## src/rtl/mem_stage_ctrl_if.sv

```systemverilog
// Data-memory handshake between the M-stage controller (master) and the data memory (slave).
interface mem_stage_ctrl_if #(
    parameter int XLEN = 32
);
    logic            req;
    logic            we;
    logic [XLEN-1:0] addr;
    logic [XLEN-1:0] wdata;
    logic [XLEN-1:0] rdata;
    logic            ack;

    modport master (output req, we, addr, wdata, input rdata, ack);
    modport slave  (input req, we, addr, wdata, output rdata, ack);
endinterface

```

## src/rtl/mem_stage_ctrl.sv

```systemverilog
// D->M pipeline register and memory-stage controller: data-memory handshake, D stall, timeout abort,
// M-stage writeback/forwarding select. Define MEM_STAGE_PERF_EN to add retired_cnt/stall_cnt counters.
module mem_stage_ctrl #(
    parameter int XLEN        = 32,
    parameter int MEM_TIMEOUT = 16
) (
    input  logic            clk,
    input  logic            rst,
    input  logic            valid_D,
    input  logic [XLEN-1:0] pc_D,
    input  logic [XLEN-1:0] alu_res_D,
    input  logic [XLEN-1:0] st_data_D,
    input  logic [4:0]      rd_D,
    input  logic            rf_en_D,
    input  logic            mem_rd_D,
    input  logic            mem_wr_D,
    input  logic [1:0]      wb_sel_D,
    output logic            stall_D,
    output logic            valid_M,
    output logic [4:0]      rd_M,
    output logic            rf_en_M,
    output logic [XLEN-1:0] wdata_M,
    output logic            mem_err,
`ifdef MEM_STAGE_PERF_EN
    output logic [31:0]     retired_cnt,
    output logic [31:0]     stall_cnt,
`endif
    mem_stage_ctrl_if.master dmem
);

    localparam int             CW       = $clog2(MEM_TIMEOUT);
    localparam logic [CW-1:0]  CNT_LAST = CW'(MEM_TIMEOUT - 1);

    typedef enum logic {ST_RUN, ST_WAIT} state_e;

    typedef struct packed {
        logic            valid;
        logic [XLEN-1:0] pc;
        logic [XLEN-1:0] alu_res;
        logic [XLEN-1:0] st_data;
        logic [4:0]      rd;
        logic            rf_en;
        logic            mem_rd;
        logic            mem_wr;
        logic [1:0]      wb_sel;
    } m_regs_t;

    m_regs_t       m_q, m_d;
    state_e        state_q, state_d;
    logic [CW-1:0] wait_cnt_q, wait_cnt_d;

    logic          req;
    logic          abort;
    logic [CW-1:0] cnt_now;

    // Ack/abort release the stall, so the next instruction is captured on that same edge and a
    // finished access never lingers in M: the request needs no separate "done" qualifier.
    assign req     = m_q.valid & (m_q.mem_rd | m_q.mem_wr);
    assign cnt_now = (state_q == ST_WAIT) ? wait_cnt_q : '0;
    assign abort   = req & ~dmem.ack & (cnt_now == CNT_LAST);
    assign stall_D = req & ~dmem.ack & ~abort;
    assign mem_err = abort;

    assign dmem.req   = req;
    assign dmem.we    = m_q.valid & m_q.mem_wr;
    assign dmem.addr  = m_q.alu_res;
    assign dmem.wdata = m_q.st_data;

    assign valid_M = m_q.valid;
    assign rd_M    = m_q.rd;
    // x0 is never forwarded, and nothing is forwarded while the access is still pending or aborted.
    assign rf_en_M = m_q.valid & m_q.rf_en & (m_q.rd != 5'd0) & ~stall_D & ~abort;

    always_comb begin
        unique case (m_q.wb_sel)
            2'd1:    wdata_M = dmem.rdata;
            2'd2:    wdata_M = m_q.pc + XLEN'(4);
            default: wdata_M = m_q.alu_res;
        endcase
    end

    always_comb begin
        // NOTE: every signal gets its hold value first so no path through the block infers a latch.
        m_d        = m_q;
        state_d    = state_q;
        wait_cnt_d = wait_cnt_q;

        if (!stall_D) begin
            m_d.valid   = valid_D;
            m_d.pc      = pc_D;
            m_d.alu_res = alu_res_D;
            m_d.st_data = st_data_D;
            m_d.rd      = rd_D;
            m_d.rf_en   = rf_en_D;
            m_d.mem_rd  = mem_rd_D;
            m_d.mem_wr  = mem_wr_D;
            m_d.wb_sel  = wb_sel_D;
        end

        unique case (state_q)
            ST_RUN: begin
                if (req && !dmem.ack) begin
                    state_d    = ST_WAIT;
                    wait_cnt_d = CW'(1);
                end else begin
                    wait_cnt_d = '0;
                end
            end
            ST_WAIT: begin
                if (dmem.ack || abort) begin
                    state_d    = ST_RUN;
                    wait_cnt_d = '0;
                end else begin
                    wait_cnt_d = wait_cnt_q + CW'(1);
                end
            end
            default: begin
                state_d    = ST_RUN;
                wait_cnt_d = '0;
            end
        endcase
    end

    always_ff @(posedge clk) begin
        // NOTE: non-blocking assignments so every register samples pre-edge values.
        if (rst) begin
            m_q        <= '0;
            state_q    <= ST_RUN;
            wait_cnt_q <= '0;
        end else begin
            m_q        <= m_d;
            state_q    <= state_d;
            wait_cnt_q <= wait_cnt_d;
        end
    end

`ifdef MEM_STAGE_PERF_EN
    logic [31:0] retired_cnt_q, retired_cnt_d;
    logic [31:0] stall_cnt_q, stall_cnt_d;

    always_comb begin
        retired_cnt_d = retired_cnt_q + 32'(m_q.valid & ~stall_D);
        stall_cnt_d   = stall_cnt_q + 32'(stall_D);
    end

    always_ff @(posedge clk) begin
        if (rst) begin
            retired_cnt_q <= '0;
            stall_cnt_q   <= '0;
        end else begin
            retired_cnt_q <= retired_cnt_d;
            stall_cnt_q   <= stall_cnt_d;
        end
    end

    assign retired_cnt = retired_cnt_q;
    assign stall_cnt   = stall_cnt_q;
`endif

endmodule
```

## src/flat_wrapper.sv

```systemverilog
// flat-port wrapper written by rule: the top's interface ports become plain ports
module mem_stage_ctrl_flat 
#(
    parameter int XLEN        = 32,
    parameter int MEM_TIMEOUT = 16
)
  (clk, rst, valid_D, pc_D, alu_res_D, st_data_D, rd_D, rf_en_D, mem_rd_D, mem_wr_D, wb_sel_D, stall_D, valid_M, rd_M, rf_en_M, wdata_M, mem_err, dmem_req, dmem_we, dmem_addr, dmem_wdata, dmem_rdata, dmem_ack);
  mem_stage_ctrl_if #(.XLEN(XLEN)) dmem_i ();
  input  logic clk;
  input  logic rst;
  input  logic valid_D;
  input  logic [XLEN-1:0] pc_D;
  input  logic [XLEN-1:0] alu_res_D;
  input  logic [XLEN-1:0] st_data_D;
  input  logic [4:0] rd_D;
  input  logic rf_en_D;
  input  logic mem_rd_D;
  input  logic mem_wr_D;
  input  logic [1:0] wb_sel_D;
  output logic stall_D;
  output logic valid_M;
  output logic [4:0] rd_M;
  output logic rf_en_M;
  output logic [XLEN-1:0] wdata_M;
  output logic mem_err;
  output wire logic [$bits(dmem_i.req)-1:0] dmem_req;
  output wire logic [$bits(dmem_i.we)-1:0] dmem_we;
  output wire logic [$bits(dmem_i.addr)-1:0] dmem_addr;
  output wire logic [$bits(dmem_i.wdata)-1:0] dmem_wdata;
  input wire logic [$bits(dmem_i.rdata)-1:0] dmem_rdata;
  input wire logic [$bits(dmem_i.ack)-1:0] dmem_ack;
  assign dmem_req = dmem_i.req;
  assign dmem_we = dmem_i.we;
  assign dmem_addr = dmem_i.addr;
  assign dmem_wdata = dmem_i.wdata;
  assign dmem_i.rdata = dmem_rdata;
  assign dmem_i.ack = dmem_ack;
  mem_stage_ctrl #(.XLEN(XLEN), .MEM_TIMEOUT(MEM_TIMEOUT)) u_core (.clk(clk), .rst(rst), .valid_D(valid_D), .pc_D(pc_D), .alu_res_D(alu_res_D), .st_data_D(st_data_D), .rd_D(rd_D), .rf_en_D(rf_en_D), .mem_rd_D(mem_rd_D), .mem_wr_D(mem_wr_D), .wb_sel_D(wb_sel_D), .stall_D(stall_D), .valid_M(valid_M), .rd_M(rd_M), .rf_en_M(rf_en_M), .wdata_M(wdata_M), .mem_err(mem_err), .dmem(dmem_i));
endmodule
```

## config.mk

```make
export PLATFORM = sky130hd
export DESIGN_NAME = mem_stage_ctrl_flat
export DESIGN_NICKNAME = d
export VERILOG_FILES = /design/src/rtl/mem_stage_ctrl_if.sv /design/src/rtl/mem_stage_ctrl.sv /design/src/flat_wrapper.sv
export SDC_FILE = /design/constraint.sdc
export NUM_CORES = 1
export LEC_CHECK = 0
export CORE_MARGIN = 2
export CORE_UTILIZATION = 42
export DETAILED_ROUTE_END_ITERATION = 6
export GPL_TIMING_DRIVEN = 1
export PLACE_DENSITY = 0.85
export SYNTH_ARGS = -nofsm -noshare
export SYNTH_HDL_FRONTEND = slang
export SYNTH_SLANG_ARGS = --single-unit
```

## constraint.sdc

```tcl
create_clock -name clk -period 2.3 [get_ports clk]
set_clock_uncertainty 0.05 [all_clocks]
set_input_delay 0.345 -clock clk [delete_from_list [all_inputs] [get_ports clk]]
set_output_delay 0.345 -clock clk [all_outputs]
set_load 0.02 [all_outputs]
```

# ---- Word level (Yosys, flattened, before mapping)
# Index checks and enable logic that the tools add are counted.
dict set report totals {
  register_bits 112
  latchBits 0
  ramBits 0
  rom_bits 0
  output_inout_bits 107
  elab_cells 42
  memories 0
}
dict set report classes {
  n_addsub 2
  n_mul 0
  div 0
  n_lt_le_gt_ge 0
  eq_ne 3
  n_shift 0
  mux 8
  bitwise 14
  reduce_logical 4
}
# cell n
set op_table {}
lappend op_table {{$pmux W32 S2} 1}
lappend op_table {{$add A32 B3 Y32 const B} 1}
lappend op_table {{$and A1 B1 Y1} 9}
lappend op_table {{$mux W4} 2}
lappend op_table {{$pmux W4 S2} 1}
lappend op_table {{$reduce_bool A5 Y1} 1}
lappend op_table {{$add A4 B1 Y4 const B} 1}
lappend op_table {{$eq A4 B4 Y1 const B} 1}
lappend op_table {{$not A1 Y1} 4}
lappend op_table {{$mux W1} 3}
lappend op_table {{$eq A2 B1 Y1 const B} 1}
lappend op_table {{$eq A2 B2 Y1 const B} 1}
lappend op_table {{$pmux W1 S2} 1}
lappend op_table {{$logic_and A1 B1 Y1} 1}
lappend op_table {{$logic_not A1 Y1} 1}
lappend op_table {{$logic_or A1 B1 Y1} 1}
lappend op_table {{$or A1 B1 Y1} 1}

# ---- Depth between registers and ports, before layout
dict set report depth {
  depth_word 9
  mapped_depth 8
  ltp_nobuf 6
}

# ---- Worst setup path after synthesis
# Ideal clock, no wire load.
dict set report synth_timing {
  path_kind {register to output}
  from {reg u_core.m_q[78] (netlist bit)}
  to {out wdata_M[29]}
  t_arrival_ns 1.863
  t_required_ns 1.905
  slack_ns 0.042
  path_stages_with_launch 6
  path_buffers 0
  cell_sequence {dfxtp_1 nand4_1 nor4_4 nand4_1 xor2_1 a221oi_1}
}
dict set report synth_between {
  elab_chain_cells 2
}
# item line
set synth_lines {}
lappend synth_lines {{start, declared} mem_stage_ctrl.sv:48} ;# m_regs_t m_q, m_d;
lappend synth_lines {{start signal, assigned} mem_stage_ctrl.sv:131} ;# m_q <= m_d;
lappend synth_lines {{$add A32 B3 Y32} mem_stage_ctrl.sv:77} ;# 2'd2: wdata_M = m_q.pc + XLEN'(4);
lappend synth_lines {{$pmux W32 S2} mem_stage_ctrl.sv:75} ;# unique case (m_q.wb_sel)
lappend synth_lines {{end, declared} flat_wrapper.sv:24} ;# output logic [XLEN-1:0] wdata_M;
# No other way between the ends.

# ---- Final worst setup path
dict set report layout_timing {
  from {reg u_core.m_q[79] (netlist bit)}
  to {out wdata_M[29]}
}
# Same word-level chain as after synthesis.

==> flow_summary.yaml <==
worst_setup_path:
  reg2reg_depth: 7
  cp_max_fo: 4
  crit_type: "register to primary output"
  arrival_ps: 2220
  crit_required_ps: 1900
  crit_path_end_kind: "primary output"
  startpoint_type: "register"
  startpoint: "u_core.m_q[79]"
  rr_startpoint: "u_core.wait_cnt_q[0]"
clock_network:
  cts.hold.buffers_added: 0
  cts_tree: "done"
  clk_path_buf_depth: 2
  path_clk_slew_ps: 80
  cts_root_buf: "clkbuf_16"
  clkSinkCount: 112
  numCtsBuffers: 9
  ctsHtreeMaxLevel: 3
  insertion_delay_ps: 350
global_routing:
  grt_pass1_vias: 5609
  grt_max_degree: 108
  antenna_found_initial: 2
  grt_usage_pct: 25.8
  grt_overflow: 0
  grt_pass1_wl_um: 29200
die:
  die_x_um: 120
  die-area_um2: 14300
  ios: 249
  std_cell_rows: 42
  fp.coreArea_um2: 13100
  die-height_um: 120
  initial_core_util_pct: 42.8
sta:
  relSlewSlack_pct: 66.7
  setup_violations: 20
  fin_tns_setup_ps: -2880
  hold_viol: 0
  final.setup.worst_slack_ps: -315
  period_needed_ps: 2610
  post-route-period-util_pct: 114
  achievable-frequency_ghz: 0.382
  worst_slew_pin_slew_ps: 500
  rsz0062_at_grt: "true"
  timing.final.max_slew_violations: 0
drt:
  antenna_left: 0
  vias_per_cell: 5.20
  routedWlPerCell_um: 17.4
  drc_errors: 0
  dr.first_iter.drc_count: 321
  dr.pass1.iters: 5
  via_count: 6021
  drt_wl_total_um: 20100
worst_hold_path:
  min_path_type: "primary input to register"
  hp-start: "rst"
  hold_depth: 2
placed_design:
  numPortBuffers: 248
  place_congestion: 0.920
  hpwl_um: 13500
layout:
  nets: 1123
  drive_gt1_share_pct: 20.2
  synthToLayoutAreaGrowth_pct: 58.5
  n_antenna_cell: 0
yosys:
  postSynthCellCount: 760
  syn_avg_cell_area_um2: 7.40
  synthesis.nets: 906
  ys_warn_count: 0
  syn_area_um2: 5630
  synth-seq-area-share_pct: 39.9
  synth_seq_cells: 112
  ys_types: 37
power_and_ir_drop:
  p_per_area_nw_per_um2: 555
  ir_drop_mv: 0.491
  static-leakage-power_nw: 3.67
  finalPower_mw: 4.95
status:
  violations: "setup timing"
  status: "finished with violations"
run:
  max-cap-violations: 0
[worst max-delay path, cell delays in order, from the launching register on]
cell      delay, ps
dfxtp_4         370
nand4_1         120
buf_4           160
nor4_4          310
buf_4           180
nand4_1         120
xor2_1          180
a221oi_2        240
buf_4           190
[state kept, by name, indices dropped and copies added (netlist names)]
| register | cells |
|---|---|
| u_core.m_q | 37 |
| u_core.dmem.addr | 32 |
| u_core.dmem.wdata | 32 |
| u_core.rd_M | 5 |
| u_core.wait_cnt_q | 4 |
| u_core.state_q | 1 |
| u_core.valid_M | 1 |
[through the flow]
stage	setup slack, ps	hold slack, ps	utilization [%]	instance area [um2]	cells
after floorplan	41.9	372	-	5630	760
after global placement	-375	386	62.0	8150	1127
after detailed placement	-395	392	62.0	8150	1127
after CTS	-232	275	64.8	8510	1146
after global routing	-395	311	67.9	8920	1158
final	-315	289	67.9	8920	1158
[cell families after synthesis]
group | synth area share (%)
and+or+nand+nor | 25.0
buffers and inverters | 13.5
xor gates and xnor gates | 4.52
muxes | 0.200
DFF | 39.9
adders and majority gates | 0.890
AOI/OAI and AO/OA | 16.0
[cell usage in the layout (no fill, tap or decap), drive strengths merged, types with 2 or more instances in the layout]
cell,netlist,routed
ha,4,4
o221ai,19,19
clkdlybuf4s50,0,212
and4,4,4
dfxtp,112,112
nand3,12,12
xnor2,9,9
buf,77,105
clkinv,0,2
nand2,264,264
nor2,13,13
xor2,20,20
nor3,4,4
o21ai,9,9
and3,4,4
inv,14,14
nor2b,3,3
nor4,2,2
a21oi,114,114
clkbuf,40,15
and2,3,3
nand4,13,13
a22oi,6,6
a221oi,6,6
clkdlybuf4s15,0,2
dlygate4sd2,0,2
[cell usage after synthesis]
library cell	count	area share, %
nand2_1	264	18
a21oi_1	114	10
dfxtp_1	112	40
buf_4	69	9.2
clkbuf_1	40	2.7
xor2_1	20	3.1
o221ai_1	19	3.0
inv_1	13	0.87
nor2_1	13	0.87
nand3_1	11	0.98
nand4_1	11	1.2
o21ai_0	9	0.80
xnor2_1	9	1.4
buf_2	8	0.71
a22oi_1	6	0.80
a221oi_1	5	0.78
and3_1	4	0.44
ha_1	4	0.89
nor3_1	4	0.36
and2_1	3	0.33
and4_1	3	0.47
nor2b_1	3	0.33
nor4_4	2	0.76
a221oi_2	1	0.27
a31oi_1	1	0.11
and2b_2	1	0.16
and4_2	1	0.18
inv_2	1	0.067
mux2_2	1	0.20
nand2b_1	1	0.11
nand3_2	1	0.18
nand3b_1	1	0.13
nand4_2	1	0.22
nand4_4	1	0.38
o211ai_1	1	0.13
or3b_2	1	0.16
or4_1	1	0.13
[final cells by class]
class	count	area (um2)
Fill cell	1019	4220
Timing Repair Buffer	323	3110
Multi-Input combinational cell	517	2970
Sequential cell	112	2280
Clock buffer	13	260
Tap cell	176	220
Inverter	14	53.8
Clock inverter	3	25.0
[where the power goes]
part	switching, mW	internal [mW]
clock	0.742	0.803
sequential	0.0898	2.05
combinational	0.616	0.640
total	1.45	3.50
[timing repair]
| action | 4_1_cts | 5_1_grt |
|---|---|---|
| gates resized for setup | 176 | 103 |
| hold endpoints to repair | 0 | 0 |
| pin swaps | 15 | 42 |
| cloned | 0 | 2 |
| buffers inserted | 3 | 12 |
| setup endpoints to repair | 35 | 35 |
[final timing paths]
kind | end | slack, ps
setup reg to reg | u_core.m_q[92] | 390
hold reg to reg | u_core.dmem.wdata[20] | 400
setup / recovery | wdata_M[29] | -310
hold / removal | u_core.valid_M | 290
[layer usage]
layer	up-vias	track usage, %	wire length (um)
met1	2762	29.7	7440
met3	66	8.37	2060
met4	4	8.75	904
met2	312	45.1	9710
li1	2877	-	-
met5	-	0	26
(Power assumes the default switching activity.)
